$ cat src/rtl/bus_dma_pkg.sv
// Shared types and constants for the single-channel word-copy engine.
package bus_dma_pkg;
  typedef enum logic [1:0] {IDLE, RUN, DRAIN, DONE} state_t;

  localparam int WORD_BYTES = 4;
  localparam int ADDR_W     = 32;
endpackage

$ cat src/rtl/bus_dma_if.sv
// Command handshake and data-bus signals of bus_dma. master = engine side, slave = host/memory side.
// BUS_DMA_FILL_EN adds cmd_fill (constant-fill command).
interface bus_dma_if #(parameter int LEN_W = 16);
  logic                              cmd_valid;
  logic                              cmd_ready;
  logic [bus_dma_pkg::ADDR_W-1:0]    cmd_src;
  logic [bus_dma_pkg::ADDR_W-1:0]    cmd_dst;
  logic [LEN_W-1:0]                  cmd_len;
  logic                              cmd_abort;
`ifdef BUS_DMA_FILL_EN
  logic                              cmd_fill;
`endif
  logic                              busy;
  logic                              done;
  logic                              aborted;
  logic                              bus_r_en;
  logic [bus_dma_pkg::ADDR_W-1:0]    bus_r_addr;
  logic [31:0]                       bus_r_data;
  logic                              bus_w_en;
  logic [bus_dma_pkg::ADDR_W-1:0]    bus_w_addr;
  logic [31:0]                       bus_w_data;

  modport master (
    input  cmd_valid, cmd_src, cmd_dst, cmd_len, cmd_abort,
`ifdef BUS_DMA_FILL_EN
    input  cmd_fill,
`endif
    input  bus_r_data,
    output cmd_ready, busy, done, aborted,
    output bus_r_en, bus_r_addr, bus_w_en, bus_w_addr, bus_w_data
  );

  modport slave (
    output cmd_valid, cmd_src, cmd_dst, cmd_len, cmd_abort,
`ifdef BUS_DMA_FILL_EN
    output cmd_fill,
`endif
    output bus_r_data,
    input  cmd_ready, busy, done, aborted,
    input  bus_r_en, bus_r_addr, bus_w_en, bus_w_addr, bus_w_data
  );
endinterface

$ cat src/rtl/bus_dma.sv
// Single-channel word-copy bus master: reads src, writes dst one word per cycle.
// Optional BUS_DMA_FILL_EN: constant-fill commands (write cmd_src as data, no reads).
module bus_dma
  import bus_dma_pkg::*;
#(
  parameter int LEN_W = 16
) (
  input  logic      clk,
  input  logic      rst,
  bus_dma_if.master bus
);
  localparam logic [ADDR_W-1:0] STEP       = ADDR_W'(WORD_BYTES);
  localparam logic [ADDR_W-1:0] ALIGN_MASK = ~(ADDR_W'(WORD_BYTES - 1));

  state_t            state;
  logic [ADDR_W-1:0] rd_addr, wr_addr;
  logic [LEN_W-1:0]  remaining;
  logic [31:0]       buf_data;
  logic              buf_vld;
  logic              r_en;
  logic [ADDR_W-1:0] r_addr, w_addr;
  logic              done_q, aborted_q, fill_q;
  logic              cmd_fill_in;
  logic [ADDR_W-1:0] src_al, dst_al;

`ifdef BUS_DMA_FILL_EN
  assign cmd_fill_in = bus.cmd_fill;
`else
  assign cmd_fill_in = 1'b0;
`endif

  assign src_al = bus.cmd_src & ALIGN_MASK;
  assign dst_al = bus.cmd_dst & ALIGN_MASK;

  assign bus.cmd_ready  = (state == IDLE);
  assign bus.busy       = (state != IDLE);
  assign bus.done       = done_q;
  assign bus.aborted    = aborted_q;
  assign bus.bus_r_en   = r_en;
  assign bus.bus_r_addr = r_addr;
  // The write port is the one-word buffer itself; data/addr are zeroed whenever it is invalid.
  assign bus.bus_w_en   = buf_vld;
  assign bus.bus_w_addr = w_addr;
  assign bus.bus_w_data = buf_data;

  // Bus outputs are registered as next-cycle values, so each branch below sets
  // what the bus shows in the following cycle; defaults drop everything to 0.
  always_ff @(posedge clk or posedge rst) begin
    if (rst) begin
      state     <= IDLE;
      rd_addr   <= '0;
      wr_addr   <= '0;
      remaining <= '0;
      buf_data  <= '0;
      buf_vld   <= 1'b0;
      r_en      <= 1'b0;
      r_addr    <= '0;
      w_addr    <= '0;
      done_q    <= 1'b0;
      aborted_q <= 1'b0;
      fill_q    <= 1'b0;
    end else begin
      r_en      <= 1'b0;
      r_addr    <= '0;
      buf_vld   <= 1'b0;
      buf_data  <= '0;
      w_addr    <= '0;
      done_q    <= 1'b0;
      aborted_q <= 1'b0;
      case (state)
        IDLE: begin
          if (bus.cmd_valid) begin
            remaining <= bus.cmd_len;
            fill_q    <= cmd_fill_in;
            if (bus.cmd_len == '0) begin
              state  <= DONE;
              done_q <= 1'b1;
            end else if (cmd_fill_in) begin
              state    <= RUN;
              buf_vld  <= 1'b1;
              buf_data <= bus.cmd_src;
              w_addr   <= dst_al;
              wr_addr  <= dst_al + STEP;
            end else begin
              state   <= RUN;
              r_en    <= 1'b1;
              r_addr  <= src_al;
              rd_addr <= src_al + STEP;
              wr_addr <= dst_al;
            end
          end
        end
        RUN: begin
          remaining <= remaining - LEN_W'(1);
          if (bus.cmd_abort) begin
            state     <= DONE;
            done_q    <= 1'b1;
            aborted_q <= 1'b1;
          end else if (fill_q) begin
            if (remaining == LEN_W'(1)) begin
              state  <= DONE;
              done_q <= 1'b1;
            end else begin
              buf_vld  <= 1'b1;
              buf_data <= buf_data;
              w_addr   <= wr_addr;
              wr_addr  <= wr_addr + STEP;
            end
          end else begin
            buf_vld  <= 1'b1;
            buf_data <= bus.bus_r_data;
            w_addr   <= wr_addr;
            wr_addr  <= wr_addr + STEP;
            if (remaining == LEN_W'(1)) begin
              state <= DRAIN;
            end else begin
              r_en    <= 1'b1;
              r_addr  <= rd_addr;
              rd_addr <= rd_addr + STEP;
            end
          end
        end
        DRAIN: begin
          state     <= DONE;
          done_q    <= 1'b1;
          aborted_q <= bus.cmd_abort;
        end
        DONE: begin
          state <= IDLE;
        end
        default: state <= IDLE;
      endcase
    end
  end
endmodule
$ cat src/flat_wrapper.sv
// flat-port wrapper written by rule: the top's interface ports become plain ports
module bus_dma_flat import bus_dma_pkg::*;
#(
  parameter int LEN_W = 16
)
  (clk, rst, bus_cmd_valid, bus_cmd_src, bus_cmd_dst, bus_cmd_len, bus_cmd_abort, bus_bus_r_data, bus_cmd_ready, bus_busy, bus_done, bus_aborted, bus_bus_r_en, bus_bus_r_addr, bus_bus_w_en, bus_bus_w_addr, bus_bus_w_data);
  bus_dma_if #(.LEN_W(LEN_W)) bus_i ();
  input  logic clk;
  input  logic rst;
  input wire logic [$bits(bus_i.cmd_valid)-1:0] bus_cmd_valid;
  input wire logic [$bits(bus_i.cmd_src)-1:0] bus_cmd_src;
  input wire logic [$bits(bus_i.cmd_dst)-1:0] bus_cmd_dst;
  input wire logic [$bits(bus_i.cmd_len)-1:0] bus_cmd_len;
  input wire logic [$bits(bus_i.cmd_abort)-1:0] bus_cmd_abort;
  input wire logic [$bits(bus_i.bus_r_data)-1:0] bus_bus_r_data;
  output wire logic [$bits(bus_i.cmd_ready)-1:0] bus_cmd_ready;
  output wire logic [$bits(bus_i.busy)-1:0] bus_busy;
  output wire logic [$bits(bus_i.done)-1:0] bus_done;
  output wire logic [$bits(bus_i.aborted)-1:0] bus_aborted;
  output wire logic [$bits(bus_i.bus_r_en)-1:0] bus_bus_r_en;
  output wire logic [$bits(bus_i.bus_r_addr)-1:0] bus_bus_r_addr;
  output wire logic [$bits(bus_i.bus_w_en)-1:0] bus_bus_w_en;
  output wire logic [$bits(bus_i.bus_w_addr)-1:0] bus_bus_w_addr;
  output wire logic [$bits(bus_i.bus_w_data)-1:0] bus_bus_w_data;
  assign bus_i.cmd_valid = bus_cmd_valid;
  assign bus_i.cmd_src = bus_cmd_src;
  assign bus_i.cmd_dst = bus_cmd_dst;
  assign bus_i.cmd_len = bus_cmd_len;
  assign bus_i.cmd_abort = bus_cmd_abort;
  assign bus_i.bus_r_data = bus_bus_r_data;
  assign bus_cmd_ready = bus_i.cmd_ready;
  assign bus_busy = bus_i.busy;
  assign bus_done = bus_i.done;
  assign bus_aborted = bus_i.aborted;
  assign bus_bus_r_en = bus_i.bus_r_en;
  assign bus_bus_r_addr = bus_i.bus_r_addr;
  assign bus_bus_w_en = bus_i.bus_w_en;
  assign bus_bus_w_addr = bus_i.bus_w_addr;
  assign bus_bus_w_data = bus_i.bus_w_data;
  bus_dma #(.LEN_W(LEN_W)) u_core (.clk(clk), .rst(rst), .bus(bus_i));
endmodule
$ cat config.mk
export PLATFORM = sky130hd
export DESIGN_NAME = bus_dma_flat
export DESIGN_NICKNAME = d
export VERILOG_FILES = /design/src/rtl/bus_dma_pkg.sv /design/src/rtl/bus_dma_if.sv /design/src/rtl/bus_dma.sv /design/src/flat_wrapper.sv
export SDC_FILE = /design/constraint.sdc
export NUM_CORES = 1
export LEC_CHECK = 0
export CELL_PAD_IN_SITES_DETAIL_PLACEMENT = 0
export CELL_PAD_IN_SITES_GLOBAL_PLACEMENT = 1
export CORE_ASPECT_RATIO = 1.2
export CORE_MARGIN = 3
export CORE_UTILIZATION = 42
export CTS_BUF_LIST = sky130_fd_sc_hd__clkbuf_4 sky130_fd_sc_hd__clkbuf_8
export DETAILED_ROUTE_END_ITERATION = 12
export PLACE_DENSITY = 0.92
export SLEW_MARGIN = 0
export SYNTH_ARGS = -nofsm -noshare
export SYNTH_HDL_FRONTEND = slang
export SYNTH_SLANG_ARGS = --single-unit
$ cat constraint.sdc
create_clock -name clk -period 11.65 [get_ports clk]
set_input_delay 1.7475 -clock clk [delete_from_list [all_inputs] [get_ports clk]]
set_output_delay 1.7475 -clock clk [all_outputs]
set_load 0.05 [all_outputs]
# Word level (Yosys, flattened, before mapping)
# Index checks and enable logic that the tools add are counted.
[word_totals]
reg_bits = 182
in_bits = 116
elab_cells = 69
[classes]
n_addsub = 4
n_eq_ne = 9
muxes = 37
reduce_logical = 8
[ops]
columns = ["op", "count"]
rows = [
  ["$mux W32", 15],
  ["$pmux W32 S2", 3],
  ["$add A32 B3 Y32 const B", 3],
  ["$pmux W16 S2", 1],
  ["$eq A16 B1 Y1 const B", 1],
  ["$logic_not A16 Y1", 1],
  ["$mux W16", 1],
  ["$sub A16 B1 Y16 const B", 1],
  ["$mux W1", 9],
  ["$mux W2", 4],
  ["$ne A2 B2 Y1 const B", 4],
  ["$pmux W2 S4", 1],
  ["$reduce_and A5 Y1", 1],
  ["$eq A2 B2 Y1 const B", 2],
  ["$pmux W1 S2", 2],
  ["$reduce_and A2 Y1", 2],
  ["$reduce_and A4 Y1", 1],
  ["$reduce_bool A2 Y1", 2],
  ["$ne A3 B2 Y1 const B", 1],
  ["$pmux W1 S3", 1],
  ["$eq A2 B1 Y1 const B", 1],
  ["$logic_not A2 Y1", 1],
]

# Depth between registers and ports, before layout
[depth]
ltp_word = 4
ltp_mapped = 13
depth_no_buf = 10

# Worst setup path after synthesis
# No wires, ideal clock.
[synth_path]
path_type = "register to output"
start = "reg u_core.state[1]"
end = "out bus_busy"
t_arrival_ns = 1.815
t_required_ns = 9.903
path_slack_ns = 8.088
stages_incl_launch_ff = 6
n_path_buf = 2
cell_sequence = "dfrtp_1 > inv_1 > ha_1 > clkbuf_1 > clkbuf_1 > inv_1"
[synth_between]
elab_chain_cells = 1
[synth_rtl]
columns = ["item", "line_no", "text"]
rows = [
  ["from (decl)", "bus_dma.sv:15", "state_t state;"],
  ["from (signal assigned)", "bus_dma.sv:50", "state <= IDLE;"],
  ["from (signal assigned)", "bus_dma.sv:76", "state <= DONE;"],
  ["from (signal assigned)", "bus_dma.sv:79", "state <= RUN;"],
  ["$reduce_bool A2 Y1", "bus_dma.sv:36", "assign bus.busy = (state != IDLE);"],
  ["to (decl)", "flat_wrapper.sv:17", "output wire logic [$bits(bus_i.busy)-1:0] bus_busy;"],
]
# No other way between the ends.

# Worst setup path after layout
[layout_path]
start = "in bus_cmd_len[12]"
end = "reg u_core.rd_addr[25]"
[layout_between]
elab_chain_cells = 3
[layout_rtl]
columns = ["item", "line_no", "text"]
rows = [
  ["from (decl)", "flat_wrapper.sv:13", "input wire logic [$bits(bus_i.cmd_len)-1:0] bus_cmd_len;"],
  ["$logic_not A16 Y1", "bus_dma.sv:75", "if (bus.cmd_len == '0) begin"],
  ["$ne A2 B2 Y1 (no source line)", "-", ""],
  ["$reduce_and A5 Y1 (no source line)", "-", ""],
  ["to (signal assigned)", "bus_dma.sv:88", "rd_addr <= src_al + STEP;"],
  ["to (signal assigned)", "bus_dma.sv:119", "rd_addr <= rd_addr + STEP;"],
  ["to (decl)", "bus_dma.sv:16", "logic [ADDR_W-1:0] rd_addr, wr_addr;"],
]
# No other way between the ends.
# A chain may end at the register's enable or synchronous reset.

==> impl_metrics.tcl <==
set metrics [dict create \
    synth_top_family_by_area "simple AND/OR/NAND/NOR gates" \
    netlist.area_leader.share 0.4867 \
    num-fill-cells 1892 \
    required_ns 12.00 \
    ctsRootBufferMaster "clkbuf_8" \
    rsz0062_at_grt "false" \
    num_io_pins 218 \
    p_leak_nw 4.773 \
    fin_nets 1223 \
    die-area_mm2 0.02322 \
    power_density_mw_per_mm2 265.5 \
    max_cap_violations 0 \
    place_hpwl_mm 16.51 \
    synth_fa_ha_area_frac 0.01113 \
    postCtsHoldBufs 0 \
    synth_area_leader_cell "dfrtp_1" \
    outcome "finished, final reports clean" \
    synth_ff_type "dfrtp_1" \
    worstMarginPinSlew_ns 1.145 \
    synth_simple_gate_area_share 0.2111 \
    fin_crit_ns 4.458 \
    start_util 0.4290 \
    netlist_instances 920 \
    worstPathArrival_ns 4.81 \
    switching_share 0.4638 \
    syn-cell-area_mm2 0.008997 \
    synthTopCellsByCount "175 x dfrtp_1, 77 x nand2_1, 66 x and2_1" \
    firstDrtPassIters 5 \
    drtIter0Drc 534 \
    p_sw_w 0.001440 \
    path_clk_slew_ns 0.09 \
    clkPwrFrac 0.154 \
    ys_top_cells_by_area "dfrtp_1 49%, and2_1 4.6%, a21oi_1 3.6%" \
    fin_tns_setup_ns 0 \
    htreeDepth 4 \
    design.core.area_mm2 0.02097 \
    fmax_ghz 0.2243 \
    synth.mux.area_fraction 0.03045 \
    fin_crit_sh 0.3827 \
    synth.avg_cell_area_um2 9.780 \
    yosysSeqAreaShare 0.4867 \
    ir_drop_uv 170.3 \
    synth_edf_count 0 \
    cts_setup_buffers 0 \
    ff_latch_area_mm2 0.004379 \
    endpoint_kind "register" \
    vias_per_cell 5.685 \
    setup_viol 0 \
    synth_most_common_cell "dfrtp_1" \
    grt_pass1_vias 7657 \
    drtAntennaViolNets 0 \
    die_x_um 139.6 \
    syn_to_final_growth_pct 29.95 \
    drt-wirelength-per-cell_um 17.92 \
    cts.sinks 175 \
    yosysUniqueCellTypes 70 \
    grt-ovfl-total 0 \
    numCtsBuffers 17 \
    multi_input_area_mm2 0.004268 \
    finalHoldViolCount 0 \
    whs_ns 0.5183 \
    min_path_type "register to register" \
    p_seq_frac 0.334 \
    synth_xor_area_frac 0.02142 \
    p_int_w 0.001665 \
    crit_type "input port to register" \
    dieHeight_um 166.3 \
    antenna_found_initial 2 \
    finClkSkew_ns 0.01181 \
    wl_mm 24.75 \
    placementRows 58 \
    clk_path_buf_depth 2 \
    grt.total_usage 0.2101 \
    cp_max_fo 54 \
    setup.worst_path.start_class "input port" \
    diodes 0 \
    synth_warnings 0 \
    drc 0 \
    cts_tree "done" \
    grt_max_degree 104 \
    synth-compound-area-share 0.1958 \
    pwr-share-comb 0.512 \
    postSynth.asyncResetShare 1.000 \
    vias 7851 \
    utilization 0.5575 \
    port_buffers 211 \
    max_slew_margin 0.2370 \
    place_congestion 0.8143 \
    clk_latency_ns 0.45 \
    drv_slew 0 \
    grt_pass1_wl_mm 40.05 \
    drive_above_1_share 0.05581 \
    ys_ff_latch 175 \
    cts_resized 0 \
]
final timing paths:
| check | start | end | slack (ns) | depth (start not counted) |
|---|---|---|---|---|
| max | bus_cmd_len[12] | u_core.rd_addr[25] | 7.19 | 8 |
| min | u_core.rd_addr[26] | u_core.rd_addr[26] | 0.52 | 2 |
| max reg2reg | u_core.state[1] | u_core.rd_addr[30] | 7.36 | 11 |
| min reg2reg | u_core.rd_addr[26] | u_core.rd_addr[26] | 0.52 | 2 |
| max in group asynchronous | rst | u_core.bus.bus_w_addr[24] | 8.29 | 3 |
| min in group asynchronous | rst | u_core.bus.bus_w_data[24] | 1.87 | 2 |
power groups by stage:
stage,registers [W],clock network (W),logic [W]
after global placement,0.00104,0,0.00157
after floorplan,0.00130,0,0.000882
final,0.00104,0.000478,0.00159
after detailed placement,0.00104,0,0.00159
after CTS,0.00103,0.000491,0.00160
after global routing,0.00107,0.000518,0.00173
per-stage QoR:
step	instances	power (W)	worst slack [ns]	area [um2]
2_1_floorplan	922	0.002187	5.157	9005
4_1_cts	1381	0.003124	7.220	11690
6_report	1381	0.003104	7.192	11690
3_3_place_gp	1350	0.002605	6.747	11240
5_1_grt	1381	0.003322	6.969	11690
3_5_place_dp	1350	0.002639	6.732	11240
routing by layer:
metal | wire length [um] | part of all wire | GRT usage | up-vias
met2 | 12280 | 0.50 | 0.3603 | 265
met4 | 259 | 0.010 | 0.04930 | 4
met1 | 10840 | 0.44 | 0.2760 | 3828
met5 | 27 | 0.0011 | 0 | -
li1 | - | - | - | 3727
met3 | 1340 | 0.054 | 0.04119 | 27
layout by cell type (no fill, tap or decap), types with 24 or more instances in the layout:
cell type        count
clkdlybuf4s50_1    211
a22o_1              29
nand2_1             77
mux2i_1             24
and2_1              66
dfrtp_1            175
a21oi_1             65
o22ai_1             37
o21ai_0             44
nor2_1              43
nand3_1             48
worst max-delay path, cell delays in order:
cell and delay, ns:
clkdlybuf4s50_1 0.55, nor4_1 0.07, and4_1 0.30, a21oi_4 0.18
buf_4 0.52, and2_1 0.94, o21ai_0 0.22, a211oi_1 0.27
area by class of cell:
cell class / count / area share
Clock buffer: 18 / 0.02119
Clock inverter: 13 / 0.01744
Inverter: 17 / 0.005885
Multi-Input combinational cell: 667 / 0.3650
Sequential cell: 175 / 0.3745
Tap cell: 270 / 0.02889
Timing Repair Buffer: 221 / 0.1871
flip-flops by register name (all words and copies together), names as in the netlist:
register / flops
u_core.remaining: 16
u_core.wr_addr: 30
u_core.bus.bus_r_addr: 30
u_core.bus.done: 1
u_core.bus.bus_w_data: 32
u_core.bus.bus_r_en: 1
u_core.bus.bus_w_addr: 31
u_core.bus.aborted: 1
u_core.rd_addr: 30
u_core.state: 2
u_core.bus.bus_w_en: 1
logic make-up after synthesis:
| group | after synthesis |
|---|---|
| AND/OR/NAND/NOR | 345 |
| AO/OA/AOI/OAI | 262 |
| flip-flops | 175 |
| buffers and inverters | 80 |
| multiplexers | 27 |
| XOR/XNOR | 22 |
| adder cells (fa/ha/maj) | 8 |
| other | 1 |
Power figures use the tool's default switching activity.
